==> config.mk <==
export PLATFORM = sky130hd
export DESIGN_NAME = clock_display_scan
export DESIGN_NICKNAME = d
export VERILOG_FILES = /design/src/rtl/clock_pkg.sv /design/src/rtl/clock_bin2bcd.sv /design/src/rtl/clock_display_scan.sv
export SDC_FILE = /design/constraint.sdc
export NUM_CORES = 1
export LEC_CHECK = 0
export CAP_MARGIN = 25
export CELL_PAD_IN_SITES_DETAIL_PLACEMENT = 1
export CELL_PAD_IN_SITES_GLOBAL_PLACEMENT = 1
export CORE_MARGIN = 1.5
export CORE_UTILIZATION = 45
export CTS_BUF_LIST = sky130_fd_sc_hd__clkbuf_16
export CTS_CLUSTER_SIZE = 12
export DETAILED_ROUTE_END_ITERATION = 8
export DONT_BUFFER_PORTS = 1
export GPL_TIMING_DRIVEN = 0
export HOLD_SLACK_MARGIN = 0.06
export PLACE_DENSITY = 0.82
export SETUP_SLACK_MARGIN = 0.3
export SYNTH_ARGS = -nofsm -noshare
export SYNTH_HDL_FRONTEND = slang
export SYNTH_HIERARCHICAL = 1
export SYNTH_SLANG_ARGS = --single-unit
==> constraint.sdc <==
create_clock -name i_clk -period 2.8 [get_ports i_clk]
set_input_delay 0.14 -clock i_clk [delete_from_list [all_inputs] [get_ports i_clk]]
set_output_delay 0.14 -clock i_clk [all_outputs]
set_load 0.005 [all_outputs]
==> src/rtl/clock_pkg.sv <==
// Shared constants and types for the multiplexed clock display.
package clock_pkg;

  localparam int unsigned FIELD_W    = 6;
  localparam int unsigned BCD_W      = 4;
  localparam int unsigned SEG_W      = 8;
  localparam int unsigned NUM_DIGITS = 6;
  localparam int unsigned IDX_W      = 3;

  localparam logic [FIELD_W-1:0] SEC_MAX  = 6'd59;
  localparam logic [FIELD_W-1:0] MIN_MAX  = 6'd59;
  localparam logic [FIELD_W-1:0] HOUR_MAX = 6'd23;

  // Active-low {dp,g,f,e,d,c,b,a}, dp off.
  localparam logic [SEG_W-1:0] SEG_DIGIT [0:9] = '{
    8'hC0, 8'hF9, 8'hA4, 8'hB0, 8'h99, 8'h92, 8'h82, 8'hF8, 8'h80, 8'h90
  };
  localparam logic [SEG_W-1:0] SEG_DASH  = 8'hBF;
  localparam logic [SEG_W-1:0] SEG_BLANK = 8'hFF;

  localparam logic [NUM_DIGITS-1:0] SEL_NONE = 6'h3F;
  localparam logic [IDX_W-1:0]      IDX_LAST = 3'd5;

  typedef struct packed {
    logic [BCD_W-1:0] tens;
    logic [BCD_W-1:0] ones;
    logic             oor;
  } bcd_field_t;

  function automatic logic [SEG_W-1:0] seg_encode(input logic [BCD_W-1:0] d);
    seg_encode = (d > 4'd9) ? SEG_DASH : SEG_DIGIT[d];
  endfunction

endpackage

==> src/rtl/clock_bin2bcd.sv <==
// Splits a 6-bit time field into BCD tens/ones and flags values above the limit.
module clock_bin2bcd
  import clock_pkg::*;
(
  input  logic [FIELD_W-1:0] i_value,
  input  logic [FIELD_W-1:0] i_limit,
  output bcd_field_t         o_bcd_c
);

  always_comb begin
    o_bcd_c      = '0;
    o_bcd_c.tens = BCD_W'(i_value / FIELD_W'(10));
    o_bcd_c.ones = BCD_W'(i_value % FIELD_W'(10));
    o_bcd_c.oor  = (i_value > i_limit);
  end

endmodule

==> src/rtl/clock_display_scan.sv <==
// Six-digit HH:MM:SS seven-segment scanner with per-frame snapshot.
// Optional set-mode field blinking is enabled by defining CLOCK_DISP_BLINK_EN.
module clock_display_scan
  import clock_pkg::*;
#(
  parameter int unsigned SCAN_DIV  = 50000,
  parameter int unsigned BLINK_DIV = 12500000
) (
  input  logic                  i_clk,
  input  logic                  i_reset,
  input  logic [FIELD_W-1:0]    i_count_h,
  input  logic [FIELD_W-1:0]    i_count_m,
  input  logic [FIELD_W-1:0]    i_count_s,
  input  logic                  i_set,
  input  logic                  i_hour,
  input  logic                  i_min,
  input  logic                  i_sec,
  output logic [NUM_DIGITS-1:0] o_digit_sel,
  output logic [SEG_W-1:0]      o_seg
);

  localparam int unsigned SCAN_W = (SCAN_DIV > 2) ? $clog2(SCAN_DIV) : 1;
  localparam logic [SCAN_W-1:0] SCAN_LAST = SCAN_W'(SCAN_DIV - 1);

  logic [SCAN_W-1:0]     scan_cnt_q, scan_cnt_d;
  logic [IDX_W-1:0]      idx_q, idx_d;
  logic [FIELD_W-1:0]    snap_h_q, snap_h_d;
  logic [FIELD_W-1:0]    snap_m_q, snap_m_d;
  logic [FIELD_W-1:0]    snap_s_q, snap_s_d;
  logic [NUM_DIGITS-1:0] digit_sel_q, digit_sel_d;
  logic [SEG_W-1:0]      seg_q, seg_d;
  logic                  scan_tick;
  logic                  field_blank;

  bcd_field_t bcd_h, bcd_m, bcd_s, field;
  logic [BCD_W-1:0] digit;

  clock_bin2bcd u_bcd_s (.i_value(snap_s_q), .i_limit(SEC_MAX),  .o_bcd_c(bcd_s));
  clock_bin2bcd u_bcd_m (.i_value(snap_m_q), .i_limit(MIN_MAX),  .o_bcd_c(bcd_m));
  clock_bin2bcd u_bcd_h (.i_value(snap_h_q), .i_limit(HOUR_MAX), .o_bcd_c(bcd_h));

  // Scan counter, digit index and frame snapshot taken when the index wraps.
  always_comb begin
    scan_cnt_d = scan_cnt_q + SCAN_W'(1);
    idx_d      = idx_q;
    snap_h_d   = snap_h_q;
    snap_m_d   = snap_m_q;
    snap_s_d   = snap_s_q;
    scan_tick  = (scan_cnt_q == SCAN_LAST);
    if (scan_tick) begin
      scan_cnt_d = '0;
      if (idx_q == IDX_LAST) begin
        idx_d    = '0;
        snap_h_d = i_count_h;
        snap_m_d = i_count_m;
        snap_s_d = i_count_s;
      end else begin
        idx_d = idx_q + IDX_W'(1);
      end
    end
  end

`ifdef CLOCK_DISP_BLINK_EN
  localparam int unsigned BLINK_W = (BLINK_DIV > 2) ? $clog2(BLINK_DIV) : 1;
  localparam logic [BLINK_W-1:0] BLINK_LAST = BLINK_W'(BLINK_DIV - 1);

  logic [BLINK_W-1:0] blink_cnt_q, blink_cnt_d;
  logic               blink_off_q, blink_off_d;

  // Blink phase runs only in set mode; leaving set mode restarts it visible.
  always_comb begin
    blink_cnt_d = blink_cnt_q + BLINK_W'(1);
    blink_off_d = blink_off_q;
    if (!i_set) begin
      blink_cnt_d = '0;
      blink_off_d = 1'b0;
    end else if (blink_cnt_q == BLINK_LAST) begin
      blink_cnt_d = '0;
      blink_off_d = ~blink_off_q;
    end
  end

  always_ff @(posedge i_clk or negedge i_reset) begin
    if (!i_reset) begin
      blink_cnt_q <= '0;
      blink_off_q <= 1'b0;
    end else begin
      blink_cnt_q <= blink_cnt_d;
      blink_off_q <= blink_off_d;
    end
  end

  always_comb begin
    field_blank = 1'b0;
    if (i_set && blink_off_q) begin
      case (idx_q)
        3'd0, 3'd1: field_blank = i_sec;
        3'd2, 3'd3: field_blank = i_min;
        3'd4, 3'd5: field_blank = i_hour;
        default:    field_blank = 1'b0;
      endcase
    end
  end
`else
  logic unused_blink_inputs;
  assign unused_blink_inputs = &{1'b0, i_set, i_hour, i_min, i_sec};
  assign field_blank = 1'b0;
`endif

  // Segment and enable pattern for the digit currently indexed.
  always_comb begin
    case (idx_q)
      3'd2, 3'd3: field = bcd_m;
      3'd4, 3'd5: field = bcd_h;
      default:    field = bcd_s;
    endcase
    digit       = idx_q[0] ? field.tens : field.ones;
    seg_d       = field.oor ? SEG_DASH : seg_encode(digit);
    if (idx_q == 3'd2 || idx_q == 3'd4) begin
      seg_d[SEG_W-1] = 1'b0;
    end
    if (field_blank) begin
      seg_d = SEG_BLANK;
    end
    digit_sel_d = ~(NUM_DIGITS'(1) << idx_q);
  end

  always_ff @(posedge i_clk or negedge i_reset) begin
    if (!i_reset) begin
      scan_cnt_q  <= '0;
      idx_q       <= '0;
      snap_h_q    <= '0;
      snap_m_q    <= '0;
      snap_s_q    <= '0;
      digit_sel_q <= SEL_NONE;
      seg_q       <= SEG_BLANK;
    end else begin
      scan_cnt_q  <= scan_cnt_d;
      idx_q       <= idx_d;
      snap_h_q    <= snap_h_d;
      snap_m_q    <= snap_m_d;
      snap_s_q    <= snap_s_d;
      digit_sel_q <= digit_sel_d;
      seg_q       <= seg_d;
    end
  end

  assign o_digit_sel = digit_sel_q;
  assign o_seg       = seg_q;

endmodule

==> parameters.txt, run 1 <==
Parameter                              Value

Placement
  Placed cell count ... 530
  Final weighted congestion of routability-driven global placement ... 0.8365
  Placed wire-length estimate ... 6838 um
  Number of buffers added on ports ... 0
  Pre-CTS setup slack ... -0.3028 ns
  Post-placement cell area ... slightly above 0.004 mm2

Synthesis
  Cell area after technology mapping ... between 0.003 and 0.004 mm2
  Number of enable-type register cells in the synthesized netlist ... 0
  Number of flip-flops and latches in the synthesized netlist ... 51
  Cells after Synth ... 409
  Number of distinct library cells after synthesis ... 56
  Sequential-to-total area share from yosys stat ... 0.3450
  YS warnings ... 6
  Synth Area per Inst ... ~9 um2
  Most used DFF post-synth ... dfrtp_1
  Async set-or-reset flop fraction in the synthesized netlist ... 1.000

Critical path
  Critical path start-end classification ... flip-flop to flip-flop
  Capturing element type of the critical path ... flip-flop
  Crit-path max FO ... 10
  Data required, critical path ... about 3.0 ns
  FF-to-FF path depth ... 13
  Startpoint of the worst-slack reg-to-reg timing path ... snap_m_q[4]
  Arrival time at the worst endpoint ... approximately 3.3 ns
  Minimum setup slack among reg-to-reg paths ... -0.28 ns
  Worst flop-to-flop path endpoint ... o_seg[1]
  Nature of the critical path startpoint ... flip-flop

Cells and area
  Share of layout cells above drive strength 1 ... 0.2682
  Core Util, Final ... 0.5941
  Finished Layout Cells ... 587
  Most used cells in the layout excluding fill and tap cells ... inv_1 (34), dfrtp_1 (31), buf_4 (31)
  Number of filler instances in the final layout ... 900
  Finished Cell Area ... 0.004832 mm2
  Relative area change from synthesis to final layout ... 28.86%
  Register cell area after layout ... about 0.0013 mm2
  Most common library cell in the layout ignoring fill and taps ... inv_1
  Area occupied by multi-input gates ... 0.002502 mm2
  Net count reported at finish ... 533

Drt
  Top layer in use ... met4
  Number of search-and-repair iterations in the first detailed-routing pass ... 5
  Post-detailed-route wirelength per cell ... around 24 um
  Mean number of vias per cell ... roughly 6.1
  Met2 WL post-DR ... between 7000 and 8000 um
  Met1 WL ... 5269 um
  Drt first-iter violations ... 252
  Total via count in the routed design ... approximately 3600
  Antenna Violating Nets Remaining ... 0
  DRC viols ... 0
  Wire length after detailed routing ... ~14000 um
  Met3 wirelength from detailed routing ... 767 um

STA
  Post-Route Setup TNS ... -1.338 ns
  Min Tclk post-route ... roughly 3.1 ns
  Max_slew headroom ... 0.4777
  Worst Clk Skew ... 0.009731 ns
  Fin. max-slew vios ... 0
  Setup repair after global routing missed its margin ... yes
  Post-route clock period utilization ... 1.101
  Final hold violation count ... 0
  Top achievable clock speed ... 324.3 MHz
  Final number of setup-violating endpoints ... 7
  Worst Slack Setup Final ... -0.2839 ns
  Least-Margin Pin Slew ... about 0.78 ns

Floorplan
  Die X-Extent ... ~94 um
  Placement row count ... 33
  Initial Util ... 0.4610
  Area enclosed by the die boundary ... 0.008890 mm2
  Io pins ... 38
  Core area ... 0.008134 mm2
  Die height ... 94.29 um

Global route
  Via count of the first global-routing pass ... 3717
  Global-route usage over all layers ... 0.2798
  Overflow after GRT ... 0
  Wire length of the first global-routing pass ... 18970 um
  Maximum number of pins on one net before global-route repair ... 52
  Number of antenna violations at the first check in global routing ... 1

Clocking
  CTS Sinks ... 51
  Root buf cell ... clkbuf_16
  CTS Buf Count ... 5
  H-tree depth ... 2
  Latest clock arrival within the worst-skew pair ... about 0.30 ns
  Clock tree from TritonCTS ... built
  Clock Tree Buf Depth ... 2
  Clk slew on worst S/H paths ... 0.08 ns

Power
  Leakage power ... around 2.2 nW
  Power per unit of standard cell area ... 298.3 mW/mm2
  Worst voltage drop across the vdd grid ... 0.0002949 V

Run status
  Violated checks ... negative setup slack
  Result of the run ... finished, violations left

Run
  Max cap viols ... 0

Min path
  Worst hold path type ... primary input to asynchronous set/reset pin
## where the power goes
group | leakage (nW) | internal (W) | total (W) | switching, W
Sequential | 0.638 | 0.000739 | 0.000739 | 0.000000538
Combinational | 1.54 | 0.0000368 | 0.0000795 | 0.0000428
Clock | 0.0649 | 0.000327 | 0.000623 | 0.000296
Total | 2.25 | 0.00110 | 0.00144 | 0.000339
## cells in the mapped netlist, types with 5 or more instances
master	number	area, um2
conb_1	5	18.77
nand4_1	5	31.28
a21o_1	5	37.54
nand2_1	24	90.09
xnor2_1	14	122.6
nand2b_1	8	50.05
o21ai_0	25	125.1
mux2_1	18	202.7
nor2b_1	10	62.56
buf_4	7	52.55
nand3b_1	8	60.06
inv_1	38	142.6
nor2_1	26	97.59
xor2_1	7	61.31
a221o_1	5	50.05
o21a_1	6	45.04
dfstp_2	14	367.9
nand3_1	13	65.06
a21oi_1	23	115.1
clkbuf_1	5	18.77
buf_2	5	25.02
ha_1	29	362.9
dfrtp_1	37	925.9
## routing by layer
metal	GRT usage	up-vias
met2	0.5090	174
met1	0.3210	1757
met4	0.1132	0
li1	-	1564
met5	0	-
met3	0.04854	72
## worst max path at each step
stage	to	slack, ns	startpoint
floorplan	o_seg[4]	0.15	snap_m_q[4]
CTS	o_seg[3]	0.02	snap_h_q[4]
finish	o_seg[1]	-0.28	snap_m_q[4]
global placement	o_seg[4]	-0.12	snap_m_q[4]
detailed placement	o_seg[4]	-0.30	snap_h_q[2]
global route	o_seg[4]	-0.35	snap_m_q[4]
## state kept, by name (all words and copies together), names as in the netlist
signal,cells
snap_m_q,6
idx_q,3
scan_cnt_q,16
o_seg,8
snap_s_q,6
o_digit_sel,6
snap_h_q,6
## worst max-delay path, stage by stage, from the launching register on
cell and delay, ns:
dfrtp_1 0.41, buf_6 0.16, and2b_2 0.22, buf_4 0.16
xnor2_1 0.13, a22oi_1 0.26, o21ai_0 0.17, o21ai_0 0.17
a32oi_1 0.17, a21oi_4 0.29, inv_1 0.16, ha_1 0.35
and2_1 0.16, o21ai_1 0.20
## cell type report
class,instances,share of cell area
Buffer,20,0.03573
Inverter,38,0.03004
Clock buffer,5,0.02589
Timing Repair Buffer,48,0.09037
Sequential cell,51,0.2693
Antenna cell,1,0.0005179
Clock inverter,3,0.003107
Tap cell,105,0.02719
Multi-Input combinational cell,316,0.5179
## per-stage QoR
stage                     hold WS (ns)  power [W]
after global placement         -0.1544  0.0007814
after detailed placement       -0.1543  0.0007846
after CTS                       0.3910   0.001424
after floorplan                -0.1556  0.0007788
after global routing            0.4096   0.001483
final                           0.3803   0.001442
## repair_timing
action / CTS / global route
hold buffers: 20 / 0
buffers inserted: 20 / 8
endpoints found under the hold margin: 69 / 0
resized for setup: 39 / 19
pin swaps: 17 / 12
setup endpoints to repair: 7 / 7
## kinds of logic (layout without fill, tap and decap cells)
logic type	Yosys count	in the layout	synth area share
multiplexers	25	25	0.07474
adder cells (fa/ha/maj)	29	29	0.09676
AND/OR/NAND/NOR	118	118	0.1695
flip-flops	51	51	0.3450
other	5	22	0.005006
buffers and inverters	58	114	0.07374
XOR/XNOR	21	21	0.04905
AO/OA/AOI/OAI	102	102	0.1862
No activity file was read; power rests on OpenSTA's default activity.
==> run 2: changes to the inputs <==
--- a/config.mk
+++ b/config.mk
@@ -9,14 +9,14 @@
 export CELL_PAD_IN_SITES_DETAIL_PLACEMENT = 1
 export CELL_PAD_IN_SITES_GLOBAL_PLACEMENT = 1
 export CORE_MARGIN = 1.5
-export CORE_UTILIZATION = 45
+export CORE_UTILIZATION = 35
 export CTS_BUF_LIST = sky130_fd_sc_hd__clkbuf_16
 export CTS_CLUSTER_SIZE = 12
 export DETAILED_ROUTE_END_ITERATION = 8
 export DONT_BUFFER_PORTS = 1
 export GPL_TIMING_DRIVEN = 0
 export HOLD_SLACK_MARGIN = 0.06
-export PLACE_DENSITY = 0.82
+export PLACE_DENSITY = 0.67
 export SETUP_SLACK_MARGIN = 0.3
 export SYNTH_ARGS = -nofsm -noshare
 export SYNTH_HDL_FRONTEND = slang
==> run 2 against run 1 <==
Against the previous run:
- clock-buffer cell count unchanged
- highest routed layer unchanged
- combinational power decreased by 8.6%
- worst setup slack better by 0.31 ns
- the flow now finishes without violations
- design area grew 1.4%
- clock skew shrank 0.0019 ns
- critical endpoint is now o_seg[4]
- routed wire length is 31% lower
==> parameters.txt, run 2 (synthesis results as in run 1) <==
Parameter                              Value

Cells and area
  Finished Layout Cells ... 617 (was 587)
  Most used cells in the layout excluding fill and tap cells ... inv_1 (34), dfrtp_1 (31), buf_4 (30) (was inv_1 (34), dfrtp_1 (31), buf_4 (31))
  Register with the highest flop count ... scan_cnt_q (unchanged)
  Number of filler instances in the final layout ... 1217 (was 900)
  Register cell area after layout ... 0.001301 mm2 (unchanged)
  Share of layout cells above drive strength 1 ... 0.2786 (was 0.2682)
  Area occupied by multi-input gates ... 0.002511 mm2 (was 0.002502 mm2)
  Relative area change from synthesis to final layout ... 30.63% (was 28.86%)
  Net count reported at finish ... 533 (unchanged)
  Largest register FFs ... 16 (unchanged)
  Number of antenna repair diodes ... 0 (was 1)
  Most common library cell in the layout ignoring fill and taps ... inv_1 (unchanged)

Drt
  Wire length after detailed routing ... 9717 um (was 14040 um)
  Mean number of vias per cell ... 5.088 (was 6.077)
  DRC viols ... 0 (unchanged)
  Number of search-and-repair iterations in the first detailed-routing pass ... 4 (was 5)
  Drt first-iter violations ... 80 (was 252)
  Post-detailed-route wirelength per cell ... 15.75 um (was 23.92 um)
  Antenna Violating Nets Remaining ... 0 (unchanged)
  Total via count in the routed design ... 3139 (was 3567)

Critical path
  Critical path start-end classification ... flip-flop to flip-flop (unchanged)
  Ordered cell list for the critical path ... buf_4, xnor2_2, a221oi_2, o21ai_1, a221o_1, buf_6, o221ai_4, inv_2, ha_4, or2_4, o21a_1, a32oi_1 (was buf_6, and2b_2, buf_4, xnor2_1, a22oi_1, o21ai_0, o21ai_0, a32oi_1, a21oi_4, inv_1, ha_1, and2_1, o21ai_1)
  Slowest cell on the critical path ... dfrtp_2 (was dfrtp_1)
  Nature of the critical path startpoint ... flip-flop (unchanged)
  Capturing element type of the critical path ... flip-flop (unchanged)
  Arrival time at the worst endpoint ... 2.99 ns (was 3.30 ns)
  Buffers and inverters on the worst path ... 3 (unchanged)
  Data required, critical path ... 3.02 ns (about the same)
  Crit-path max FO ... 7 (was 10)
  Slowest Stage Delay on Critical Path ... 0.46 ns (was 0.41 ns)
  Family of cells with the greatest summed delay on the critical path ... compound AO/OA/AOI/OAI gates (unchanged)

Floorplan
  Die X-Extent ... 106.5 um (was 94.29 um)
  Placement row count ... 37 (was 33)
  Core area ... 0.01037 mm2 (was 0.008134 mm2)
  Area enclosed by the die boundary ... 0.01134 mm2 (was 0.008890 mm2)
  Io pins ... 38 (unchanged)
  Initial Util ... 0.3616 (was 0.4610)
  Die height ... 106.5 um (was 94.29 um)

STA
  Worst Slack Setup Final ... 0.03077 ns (was -0.2839 ns)
  Fin. max-slew vios ... 0 (unchanged)
  Top achievable clock speed ... 361.1 MHz (was 324.3 MHz)
  Worst Clk Skew ... 0.007838 ns (was 0.009731 ns)
  Post-route clock period utilization ... 0.9890 (was 1.101)
  Min Tclk post-route ... 2.769 ns (was 3.084 ns)
  Max_slew headroom ... 0.5222 (was 0.4777)
  Final hold violation count ... 0 (unchanged)
  Hold slack final ... 0.3678 ns (was 0.3803 ns)
  Least-Margin Pin Slew ... 0.7154 ns (was 0.7821 ns)
  Setup repair after global routing missed its margin ... yes (unchanged)
  Final number of setup-violating endpoints ... 0 (was 7)
  Post-Route Setup TNS ... 0 ns (was -1.338 ns)

Run status
  Result of the run ... completed (was finished, violations left)

Global route
  Overflow after GRT ... 0 (unchanged)
  Number of antenna violations at the first check in global routing ... 0 (was 1)
  Wire length of the first global-routing pass ... 16620 um (was 18970 um)
  Maximum number of pins on one net before global-route repair ... 52 (unchanged)
  Via count of the first global-routing pass ... 3418 (was 3717)
  Global-route usage over all layers ... 0.1839 (was 0.2798)

Placement
  Placed cell count ... 561 (was 530)
  Number of buffers added on ports ... 0 (unchanged)
  Placed wire-length estimate ... 6592 um (was 6838 um)
  Pre-CTS setup slack ... -0.2449 ns (was -0.3028 ns)
  Final weighted congestion of routability-driven global placement ... 0.7794 (was 0.8365)

Clocking
  Latest clock arrival within the worst-skew pair ... 0.30 ns (about the same)
  Clock tree from TritonCTS ... built (unchanged)
  Root buf cell ... clkbuf_16 (unchanged)
  CTS Buf Count ... 5 (unchanged)
  Clock Tree Buf Depth ... 2 (unchanged)
  H-tree depth ... 2 (unchanged)
  Clk slew on worst S/H paths ... 0.07 ns (was 0.08 ns)
  CTS Sinks ... 51 (unchanged)

Run
  Max cap viols ... 0 (unchanged)

Power
  Leakage power ... 2.259 nW (was 2.246 nW)
  Overall power ... 0.001426 W (was 0.001442 W)
  Power per unit of standard cell area ... 291.2 mW/mm2 (was 298.3 mW/mm2)
  Worst voltage drop across the vdd grid ... 0.0002412 V (was 0.0002949 V)

Min path
  Worst hold path type ... primary input to asynchronous set/reset pin (unchanged)
run 2: area by class of cell:
type / count / area share
multi-input cells: 316 / 0.5126
clock inverters: 3 / 0.003576
flip-flops and latches: 51 / 0.2656
repair buffers: 48 / 0.09298
plain buffers: 20 / 0.03576
inverters: 38 / 0.02912
clock buffers: 5 / 0.02554
well taps: 136 / 0.03474
run 2: worst paths after layout:
kind                          startpoint              to  slack [ns]  cells after the start
min in group i_clk         scan_cnt_q[0]   scan_cnt_q[0]        0.49                      1
min reg2reg                scan_cnt_q[0]   scan_cnt_q[0]        0.49                      1
max                          snap_m_q[5]        o_seg[4]        0.03                     12
max reg2reg                  snap_m_q[5]        o_seg[4]        0.03                     12
max in group asynchronous        i_reset        o_seg[7]        2.14                      2
min                              i_reset  scan_cnt_q[13]        0.37                      2
run 2: power by group:
part | switching (W) | internal (W) | total [W]
Combinational | 0.0000369 | 0.0000358 | 0.0000727
Sequential | 0.000000486 | 0.000739 | 0.000739
Clock | 0.000284 | 0.000331 | 0.000614
run 2: routing by layer:
layer  GRT usage  wire [um]
met1      0.2278       4380
met2      0.3341       4960
met3     0.03004        246
met4     0.04000        130
met5           0          0
run 2: worst register-to-register path, cell delays in order (launching register included):
cell and delay, ns:
dfrtp_2 0.46, buf_4 0.16, xnor2_2 0.17, a221oi_2 0.22, o21ai_1 0.12, a221o_1 0.39, buf_6 0.14, o221ai_4 0.22
inv_2 0.08, ha_4 0.16, or2_4 0.23, o21a_1 0.19, a32oi_1 0.15
run 2: timing repair:
item	CTS	global route
hold endpoints to repair	69	0
gates resized for setup	45	17
pin swaps	21	7
buffers inserted	25	3
hold buffers	20	0
setup endpoints to repair	7	7
run 2: stage by stage:
stage | cell area [um2] | util
floorplan | 3901 | -
global placement | 4071 | 0.3926
detailed placement | 4071 | 0.3926
CTS | 4801 | 0.4630
global route | 4898 | 0.4724
finish | 4898 | 0.4724
==> run 3: changes to the inputs <==
==> constraint.sdc (replaced) <==
create_clock -name i_clk -period 2.5 [get_ports i_clk]
set_input_delay 0.125 -clock i_clk [delete_from_list [all_inputs] [get_ports i_clk]]
set_output_delay 0.125 -clock i_clk [all_outputs]
set_load 0.005 [all_outputs]
==> run 3 against run 2 <==
Against the previous run:
- the run now ends with negative setup slack left
- clock power rose by 19%
- clock-buffer cell count is the same
- power rose by 15%
- maximum frequency down 2.7%
- final cell count increased by 1.8%
- flip-flop and latch count stayed put
- via count grew 3.0%
- core utilization up 0.88 points
- highest routed layer unchanged
==> parameters.txt, run 3 (synthesis results as in run 1) <==
Parameter                              Value

Critical path
  Nature of the critical path startpoint ... flip-flop (unchanged)
  Capturing element type of the critical path ... flip-flop (unchanged)
  Minimum setup slack among reg-to-reg paths ... -0.35 ns (was 0.03 ns)
  Arrival time at the worst endpoint ... 3.06 ns (was 2.99 ns)
  Crit-path max FO ... 8 (was 7)
  Data required, critical path ... 2.71 ns (was 3.02 ns)
  Critical path start-end classification ... flip-flop to flip-flop (unchanged)

STA
  Hold slack final ... 0.3305 ns (was 0.3678 ns)
  Least-Margin Pin Slew ... 0.7544 ns (was 0.7154 ns)
  Fin. max-slew vios ... 0 (unchanged)
  Final number of setup-violating endpoints ... 7 (was 0)
  Worst Slack Setup Final ... -0.3463 ns (was 0.03077 ns)
  Min Tclk post-route ... 2.846 ns (was 2.769 ns)
  Setup repair after global routing missed its margin ... yes (unchanged)
  Post-Route Setup TNS ... -2.039 ns (was 0 ns)
  Top achievable clock speed ... 351.3 MHz (was 361.1 MHz)
  Post-route clock period utilization ... 1.139 (was 0.9890)
  Worst Clk Skew ... 0.008424 ns (was 0.007838 ns)
  Max_slew headroom ... 0.4961 (was 0.5222)
  Final hold violation count ... 0 (unchanged)

Cells and area
  Number of antenna repair diodes ... 0 (unchanged)
  Number of filler instances in the final layout ... 1193 (was 1217)
  Area occupied by multi-input gates ... 0.002501 mm2 (was 0.002511 mm2)
  Register with the highest flop count ... scan_cnt_q (unchanged)
  Most common library cell in the layout ignoring fill and taps ... buf_4 (was inv_1)
  Largest register FFs ... 16 (unchanged)
  Net count reported at finish ... 544 (was 533)
  Relative area change from synthesis to final layout ... 33.07% (was 30.63%)
  Register cell area after layout ... 0.001300 mm2 (was 0.001301 mm2)
  Most used cells in the layout excluding fill and tap cells ... buf_4 (41), inv_1 (34), dfrtp_1 (32) (was inv_1 (34), dfrtp_1 (31), buf_4 (30))
  Share of layout cells above drive strength 1 ... 0.2886 (was 0.2786)

Global route
  Number of antenna violations at the first check in global routing ... 0 (unchanged)
  Maximum number of pins on one net before global-route repair ... 52 (unchanged)
  Global-route usage over all layers ... 0.1861 (was 0.1839)
  Via count of the first global-routing pass ... 3458 (was 3418)
  Overflow after GRT ... 0 (unchanged)
  Wire length of the first global-routing pass ... 16870 um (was 16620 um)

Power
  Power per unit of standard cell area ... 328.9 mW/mm2 (was 291.2 mW/mm2)
  Leakage power ... 2.343 nW (was 2.259 nW)
  Worst voltage drop across the vdd grid ... 0.0003101 V (was 0.0002412 V)

Drt
  DRC viols ... 0 (unchanged)
  Post-detailed-route wirelength per cell ... 16.09 um (was 15.75 um)
  Wire length after detailed routing ... 10100 um (was 9717 um)
  Mean number of vias per cell ... 5.150 (was 5.088)
  Total via count in the routed design ... 3234 (was 3139)
  Antenna Violating Nets Remaining ... 0 (unchanged)
  Number of search-and-repair iterations in the first detailed-routing pass ... 4 (unchanged)
  Drt first-iter violations ... 111 (was 80)

Run status
  Result of the run ... finished, violations left (was completed)
  Violated checks ... negative setup slack

Run
  Max cap viols ... 0 (unchanged)

Clocking
  Clock Tree Buf Depth ... 2 (unchanged)
  Clock tree from TritonCTS ... built (unchanged)
  Clk slew on worst S/H paths ... 0.08 ns (was 0.07 ns)
  CTS Buf Count ... 5 (unchanged)
  Root buf cell ... clkbuf_16 (unchanged)
  H-tree depth ... 2 (unchanged)
  CTS Sinks ... 51 (unchanged)
  Latest clock arrival within the worst-skew pair ... 0.30 ns (about the same)

Floorplan
  Io pins ... 38 (unchanged)
  Core area ... 0.01037 mm2 (unchanged)
  Placement row count ... 37 (unchanged)
  Die X-Extent ... 106.5 um (unchanged)
  Initial Util ... 0.3616 (unchanged)
  Die height ... 106.5 um (unchanged)
  Area enclosed by the die boundary ... 0.01134 mm2 (unchanged)

Placement
  Final weighted congestion of routability-driven global placement ... 0.8056 (was 0.7794)
  Number of buffers added on ports ... 0 (unchanged)
  Placed wire-length estimate ... 6736 um (was 6592 um)

Min path
  Worst hold path type ... primary input to asynchronous set/reset pin (unchanged)
==> run 3: final timing paths <==
kind / startpoint / to / depth (start not counted)
worst max register to register: snap_h_q[5] / o_seg[4] / 11
max in group asynchronous: i_reset / o_seg[4] / 2
min in group i_clk: i_count_s[5] / snap_s_q[5] / 2
worst min register to register: scan_cnt_q[0] / scan_cnt_q[0] / 1
worst min-delay path: i_reset / scan_cnt_q[9] / 2
worst max-delay path: snap_h_q[5] / o_seg[4] / 11
==> run 3: timing repair <==
action                                  in CTS  in global routing
hold buffers                                20                  0
gates resized for setup                     19                 27
endpoints found under the setup margin      17                 17
hold endpoints to repair                    69                  0
gates cloned                                 0                  0
setup buffers                               22                 17
pin swaps                                   12                  8
==> run 3: layer usage <==
| layer | vias up | track usage | wire length, um |
|---|---|---|---|
| li1 | 1589 | - | - |
| met1 | 1598 | 0.2361 | 4549 |
| met2 | 35 | 0.3350 | 5209 |
| met3 | 12 | 0.02698 | 222 |
| met4 | 0 | 0.03810 | 122 |
| met5 | - | 0 | 0 |
==> run 3: power by group <==
group / internal, W / total (W) / switching (W)
registers: 0.000827 / 0.000828 / 0.000000570
clock network: 0.000381 / 0.000731 / 0.000350
logic: 0.0000404 / 0.0000825 / 0.0000421
total: 0.00125 / 0.00164 / 0.000392
==> run 3: metrics by stage <==
step	util	cell area [um2]	power (W)	worst slack, ns	cells
2_1_floorplan	-	3939	0.0008722	-0.1503	425
3_3_place_gp	0.3962	4109	0.0008758	-0.4378	561
3_5_place_dp	0.3962	4109	0.0008777	-0.5364	561
4_1_cts	0.4564	4733	0.001663	-0.3366	611
5_1_grt	0.4812	4990	0.001704	-0.4946	628
6_report	0.4812	4990	0.001641	-0.3463	628
==> run 3: critical path: stages (launching register included) <==
cell and delay, ns:
dfrtp_2 0.49, xnor2_1 0.28, a221oi_2 0.31, o21ai_1 0.11
a221o_1 0.37, buf_6 0.13, o221ai_4 0.23, inv_2 0.09
ha_4 0.17, or2_4 0.22, o21a_1 0.19, a32oi_1 0.17
==> run 3: area by class of cell <==
class / instances / area share
Timing Repair Buffer: 59 / 0.1103
Multi-Input combinational cell: 316 / 0.5013
Clock buffer: 5 / 0.02508
Clock inverter: 3 / 0.005517
Tap cell: 136 / 0.03410
Sequential cell: 51 / 0.2605
Inverter: 38 / 0.02859
Buffer: 20 / 0.03460
